## config.mk

```make
export PLATFORM = sky130hd
export DESIGN_NAME = tlb_maint_ctrl
export DESIGN_NICKNAME = d
export VERILOG_FILES = /design/src/rtl/tlb_maint_ctrl.sv
export SDC_FILE = /design/constraint.sdc
export NUM_CORES = 1
export LEC_CHECK = 0
export CAP_MARGIN = 20
export CORE_UTILIZATION = 29
export DETAILED_ROUTE_END_ITERATION = 10
export GPL_TIMING_DRIVEN = 0
export HOLD_SLACK_MARGIN = 0.12
export MAX_ROUTING_LAYER = met4
export PLACE_DENSITY = 0.88
export SLEW_MARGIN = 20
export SYNTH_ARGS = -nofsm -noshare
export SYNTH_HDL_FRONTEND = slang
export SYNTH_SLANG_ARGS = --single-unit
```

## constraint.sdc

```tcl
create_clock -name clk -period 2 [get_ports clk]
set_clock_uncertainty 0.2 [all_clocks]
set_input_delay 0.2 -clock clk [delete_from_list [all_inputs] [get_ports clk]]
set_output_delay 0.2 -clock clk [all_outputs]
set_load 0.01 [all_outputs]
```

## src/rtl/tlb_maint_ctrl.sv

```systemverilog
// INVTLB sweep sequencer and s1 search-port arbiter for a TLBNUM-entry TLB.
// WB-stage TLB accesses always override the sweep on the read/write ports.
module tlb_maint_ctrl #(
    parameter int TLBNUM = 16,
    parameter int IW     = $clog2(TLBNUM)
) (
    input  logic          clk,
    input  logic          reset,
    input  logic          dt_req,
    input  logic [18:0]   dt_vppn,
    input  logic          dt_va12,
    input  logic [9:0]    dt_asid,
    output logic          dt_gnt,
    input  logic          srch_req,
    input  logic [18:0]   srch_vppn,
    input  logic          srch_va12,
    input  logic [9:0]    srch_asid,
    output logic          srch_gnt,
    output logic [18:0]   s1_vppn,
    output logic          s1_va_bit12,
    output logic [9:0]    s1_asid,
    input  logic          inv_valid,
    input  logic [4:0]    inv_op,
    input  logic [9:0]    inv_asid,
    input  logic [18:0]   inv_vppn,
    output logic          inv_ready,
    output logic          inv_done,
    output logic          inv_err,
    output logic          busy,
    input  logic          wb_tlb_we,
    input  logic [IW-1:0] wb_w_index,
    input  logic [IW-1:0] wb_r_index,
    input  logic          wb_w_e,
    input  logic          wb_tlb_act,
    output logic [IW-1:0] r_index,
    input  logic          r_e,
    input  logic          r_g,
    input  logic [5:0]    r_ps,
    input  logic [9:0]    r_asid,
    input  logic [18:0]   r_vppn,
    output logic          we,
    output logic [IW-1:0] w_index,
    output logic          w_e
);

    typedef enum logic [1:0] {
        IDLE  = 2'd0,
        SWEEP = 2'd1,
        DONE  = 2'd2
    } state_t;

    localparam logic [IW-1:0] LAST_IDX = IW'(TLBNUM - 1);

    state_t        state_q, state_d;
    logic [IW-1:0] idx_q, idx_d;
    logic          last_gnt_q, last_gnt_d;
    logic          err_q, err_d;
    logic [2:0]    op_q;
    logic [9:0]    asid_q;
    logic [18:0]   vppn_q;
    logic          accept;
    logic          sweep_go;
    logic          hit;

    // A 2 MB page (ps==21) only compares the VPPN bits above the page offset.
    function automatic logic va_match(input logic [5:0] ps, input logic [18:0] ev,
                                      input logic [18:0] cv);
        logic m;
        if (ps == 6'd21) m = (ev[18:9] == cv[18:9]);
        else             m = (ev == cv);
        return m;
    endfunction

    function automatic logic inv_match(input logic [2:0] op, input logic g,
                                       input logic asid_eq, input logic va);
        logic m;
        case (op)
            3'd0, 3'd1: m = 1'b1;
            3'd2:       m = g;
            3'd3:       m = !g;
            3'd4:       m = !g && asid_eq;
            3'd5:       m = !g && asid_eq && va;
            3'd6:       m = (g || asid_eq) && va;
            default:    m = 1'b0;
        endcase
        return m;
    endfunction

    assign accept   = (state_q == IDLE) && inv_valid;
    assign sweep_go = (state_q == SWEEP) && !wb_tlb_act;
    assign hit      = r_e && inv_match(op_q, r_g, r_asid == asid_q,
                                       va_match(r_ps, r_vppn, vppn_q));

    always_ff @(posedge clk or posedge reset) begin
        if (reset) begin
            state_q    <= IDLE;
            idx_q      <= '0;
            last_gnt_q <= 1'b0;
            err_q      <= 1'b0;
        end else begin
            state_q    <= state_d;
            idx_q      <= idx_d;
            last_gnt_q <= last_gnt_d;
            err_q      <= err_d;
        end
    end

    // Command fields are only consumed during SWEEP, so they need no reset.
    always_ff @(posedge clk) begin
        if (accept) begin
            op_q   <= inv_op[2:0];
            asid_q <= inv_asid;
            vppn_q <= inv_vppn;
        end
    end

    always_comb begin
        state_d   = state_q;
        idx_d     = idx_q;
        err_d     = err_q;
        inv_ready = 1'b0;
        inv_done  = 1'b0;
        inv_err   = 1'b0;
        busy      = 1'b0;
        case (state_q)
            IDLE: begin
                inv_ready = 1'b1;
                if (inv_valid) begin
                    if (inv_op <= 5'd6) begin
                        idx_d   = '0;
                        state_d = SWEEP;
                    end else begin
                        err_d   = 1'b1;
                        state_d = DONE;
                    end
                end
            end
            SWEEP: begin
                busy = 1'b1;
                if (!wb_tlb_act) begin
                    idx_d = idx_q + IW'(1);
                    if (idx_q == LAST_IDX) begin
                        err_d   = 1'b0;
                        state_d = DONE;
                    end
                end
            end
            DONE: begin
                busy     = 1'b1;
                inv_done = 1'b1;
                inv_err  = err_q;
                state_d  = IDLE;
            end
            default: state_d = IDLE;
        endcase
    end

    // TLB port mux kept apart from the FSM so the read-data path stays acyclic.
    always_comb begin
        r_index = sweep_go ? idx_q : wb_r_index;
    end

    always_comb begin
        we      = wb_tlb_we;
        w_index = wb_w_index;
        w_e     = wb_w_e;
        if (sweep_go) begin
            we      = hit;
            w_index = idx_q;
            w_e     = 1'b0;
        end
    end

    always_comb begin
        dt_gnt      = 1'b0;
        srch_gnt    = 1'b0;
        last_gnt_d  = last_gnt_q;
        s1_vppn     = '0;
        s1_va_bit12 = 1'b0;
        s1_asid     = '0;
        if (state_q == IDLE) begin
            if (dt_req && srch_req) begin
                dt_gnt   = last_gnt_q;
                srch_gnt = !last_gnt_q;
            end else begin
                dt_gnt   = dt_req;
                srch_gnt = srch_req;
            end
        end
        if (dt_gnt) begin
            last_gnt_d  = 1'b0;
            s1_vppn     = dt_vppn;
            s1_va_bit12 = dt_va12;
            s1_asid     = dt_asid;
        end else if (srch_gnt) begin
            last_gnt_d  = 1'b1;
            s1_vppn     = srch_vppn;
            s1_va_bit12 = srch_va12;
            s1_asid     = srch_asid;
        end
    end

endmodule

```

==> impl_results.md <==
* Mean number of vias per cell at 4.743
* CTS sink count at 40
* DR pass1 iterations at 4
* Initial antenna violation count at 0
* Final wirelength at ~8 mm
* Design area at ~0.0047 mm²
* Area leader, netlist: edfxtp_1
* Util after Layout at 0.6109
* Crit path time final at 2.517 ns
* DRC viols at 0
* Htree depth at 2
* Crit Path Class: reg2out
* Syn_nets at ~360
* Syn Inst Count at 205
* Synth top area share at 0.4163
* Die Wd at 91.22 µm
* Placed cells at 499
* Port Buffers at around 190
* Yosys warns at 0
* Layout overhead on the synthesized area at 104.5%
* Layout cells sized above 1 at 0.2292
* Cts bufs inserted at 5
* Leak at 1.949 nW
* Antenna viol nets, final at 0
* Most used DFF post-synth: edfxtp_1
* Status: finished, violations left
* Synthesis-stage register bit count at 40
* Tightest Pin Transition at 0.4381 ns
* GPL Wtd Cong at 0.7944
* PnR Total Power at 4.141 mW
* VDD IR max at 0.0003906 V
* CTS tree: built
* N_diodes at 0
* RSZ-0062 raised after global routing: yes
* Final-report max-slew violation count at 0
* Synth top cells by count: edfxtp_1 (32), nand2_1 (32), a22o_1 (30)
* Nature of the critical path endpoint: primary output
* PD cells at 877.2 mW/mm²
* FP Rows at 32
* Clock transition at the registers of the reported paths at 0.09 ns
* DP Wirelength at 6.283 mm
* Layout Nets at 582
* Vias at around 2,500
* Max-Cap Viols at 0
* HP Class: in2reg
* WP data required at 1.60 ns
* Final setup vio count at 42
* First-pass GRT wire length at around 13 mm
* Wire per inst at 14.99 µm
* Die Area at 0.008321 mm²
* Initial core utilization at 0.2987
* Synth area leaders: edfxtp_1 (42%), a22o_1 (11%), dfrtp_1 (8.7%), xor2_1 (6.8%), nand2_1 (5.2%)
* Crit path launch type: register
* Setup TNS at -16.95 ns
* Remaining global-route overflow at 0
* Top-level I/O count at 193
* FMAX at 397.3 MHz
* Distinct cells, synth at 37
* Non-filler cells, final at 534
* Iter 0 DRT Violations at 45
* Tot GR Track Use at 0.2022
* Failing checks: setup timing
* Final Cycle Share at 1.259
* Arrival time worst endpoint at 2.12 ns
* Relative slew slack at 0.7080
* Fraction of the yosys area taken by sequential cells at 0.5030
* Clock root buffer: clkbuf_8
* Post-synth EDFFs at 32
* Core Region at 0.007727 mm²
* Largest net degree at the start of global routing at 33
* Chip height at 91.22 µm
* CTS Buffer Depth at 2
* DP Area at 0.004364 mm²
* Vias in the first global route at roughly 2,800
* Worst-path fanout max at 2
* Final hold vios at 0
* Setup ws final at -0.5173 ns
* Async SR Flop Fraction at 0.2000
* Synthesized area at 0.002308 mm²
* Synth Area per Inst at 11.26 µm²
* Worst-Skew Late Latency at 0.29 ns
## what timing repair did
action                     4_1_cts  5_1_grt
cloned                           2        0
setup buffers                   23        3
hold buffers                     1        0
setup endpoints to repair       76       80
resized for setup              185        8
hold endpoints to repair         8        0
pin swaps                        9        6
## flip-flops by register name, indices dropped and copies added (netlist names)
name and cells:
asid_q 10, vppn_q 19, idx_q 4, op_q 3
last_gnt_q 1, state_q 2, err_q 1
## metal layers
| layer | GRT usage | up-vias | routed length (µm) |
|---|---|---|---|
| met5 | - | - | 0 |
| met4 | 0.07672 | 0 | 206 |
| met3 | 0.03434 | 22 | 357 |
| met2 | 0.3763 | 107 | 4357 |
| met1 | 0.2126 | 1189 | 3084 |
| li1 | - | 1215 | - |
## layout by cell type (no fill, tap or decap), drive strengths merged, types with 2 or more instances in the layout
cell           netlist  final
nand4                5      5
xnor2               12     12
a211o                2      2
clkbuf               7     13
dlygate4sd2          0      2
a21oi                5      5
a22o                30     30
nor4                 3      3
nand2b               2      2
clkdlybuf4s50        0    155
nor2                 4      4
buf                  2     62
dfrtp                8      8
nor3                 3      3
nand4b               3      3
nand3                3      3
edfxtp              32     32
ha                   4      4
and2                 4      4
a221o                3      3
inv                  7      7
xor2                18     18
o21ai                4      4
nand2               33     33
## report_power, final
group          switching, mW  internal (mW)
clock                  0.302          0.370
combinational          0.973           1.25
sequential             0.121           1.12
## critical path: stages (launching register included)
cell and delay [ns]:
dfrtp_1 0.42, inv_2 0.09, ha_4 0.12, and3b_2 0.20, nand4_1 0.09, or4_4 0.43, a221o_1 0.27, nand4_1 0.07
buf_2 0.14
## worst paths after layout
check,startpoint,to,slack (ns),cells past startpoint
min in group asynchronous,reset,idx_q[0]$_DFFE_PP0P_,0.54,3
max in group asynchronous,reset,last_gnt_q$_DFFE_PP0P_,0.81,3
worst min register to register,err_q$_DFFE_PP0P_,err_q$_DFFE_PP0P_,0.34,2
worst max register to register,state_q[1]$_DFFE_PP0P_,idx_q[2]$_DFFE_PP0P_,0.07,7
worst max-delay path,state_q[1]$_DFFE_PP0P_,we,-0.52,8
worst min-delay path,inv_vppn[2],vppn_q[2]$_DFFE_PP_,0.26,1
## stage by stage
stage | hold slack [ns] | setup WS (ns)
final | 0.2589 | -0.5173
after global routing | 0.2390 | -0.6437
after CTS | 0.2479 | -0.5501
after detailed placement | 0.2894 | -0.8501
after global placement | 0.2707 | -0.8576
after floorplan | -0.1843 | -0.03934
## area by class of cell
class | count | area, µm²
Fill cell | 615 | 3007
Timing Repair Buffer | 221 | 2036
Multi-Input combinational cell | 149 | 1171
Sequential cell | 40 | 1161
Tap cell | 102 | 127.6
Buffer | 7 | 87.58
Clock buffer | 5 | 68.82
Clock inverter | 3 | 42.54
Inverter | 7 | 26.28
## logic make-up after synthesis
family / synth area share
adders and majority gates: 0.02168
and+or+nand+nor: 0.1529
xor gates and xnor gates: 0.1236
DFF: 0.5030
muxes: 0.004336
AOI/OAI and AO/OA: 0.1675
buffers and inverters: 0.02710
(Power assumes the default switching activity.)
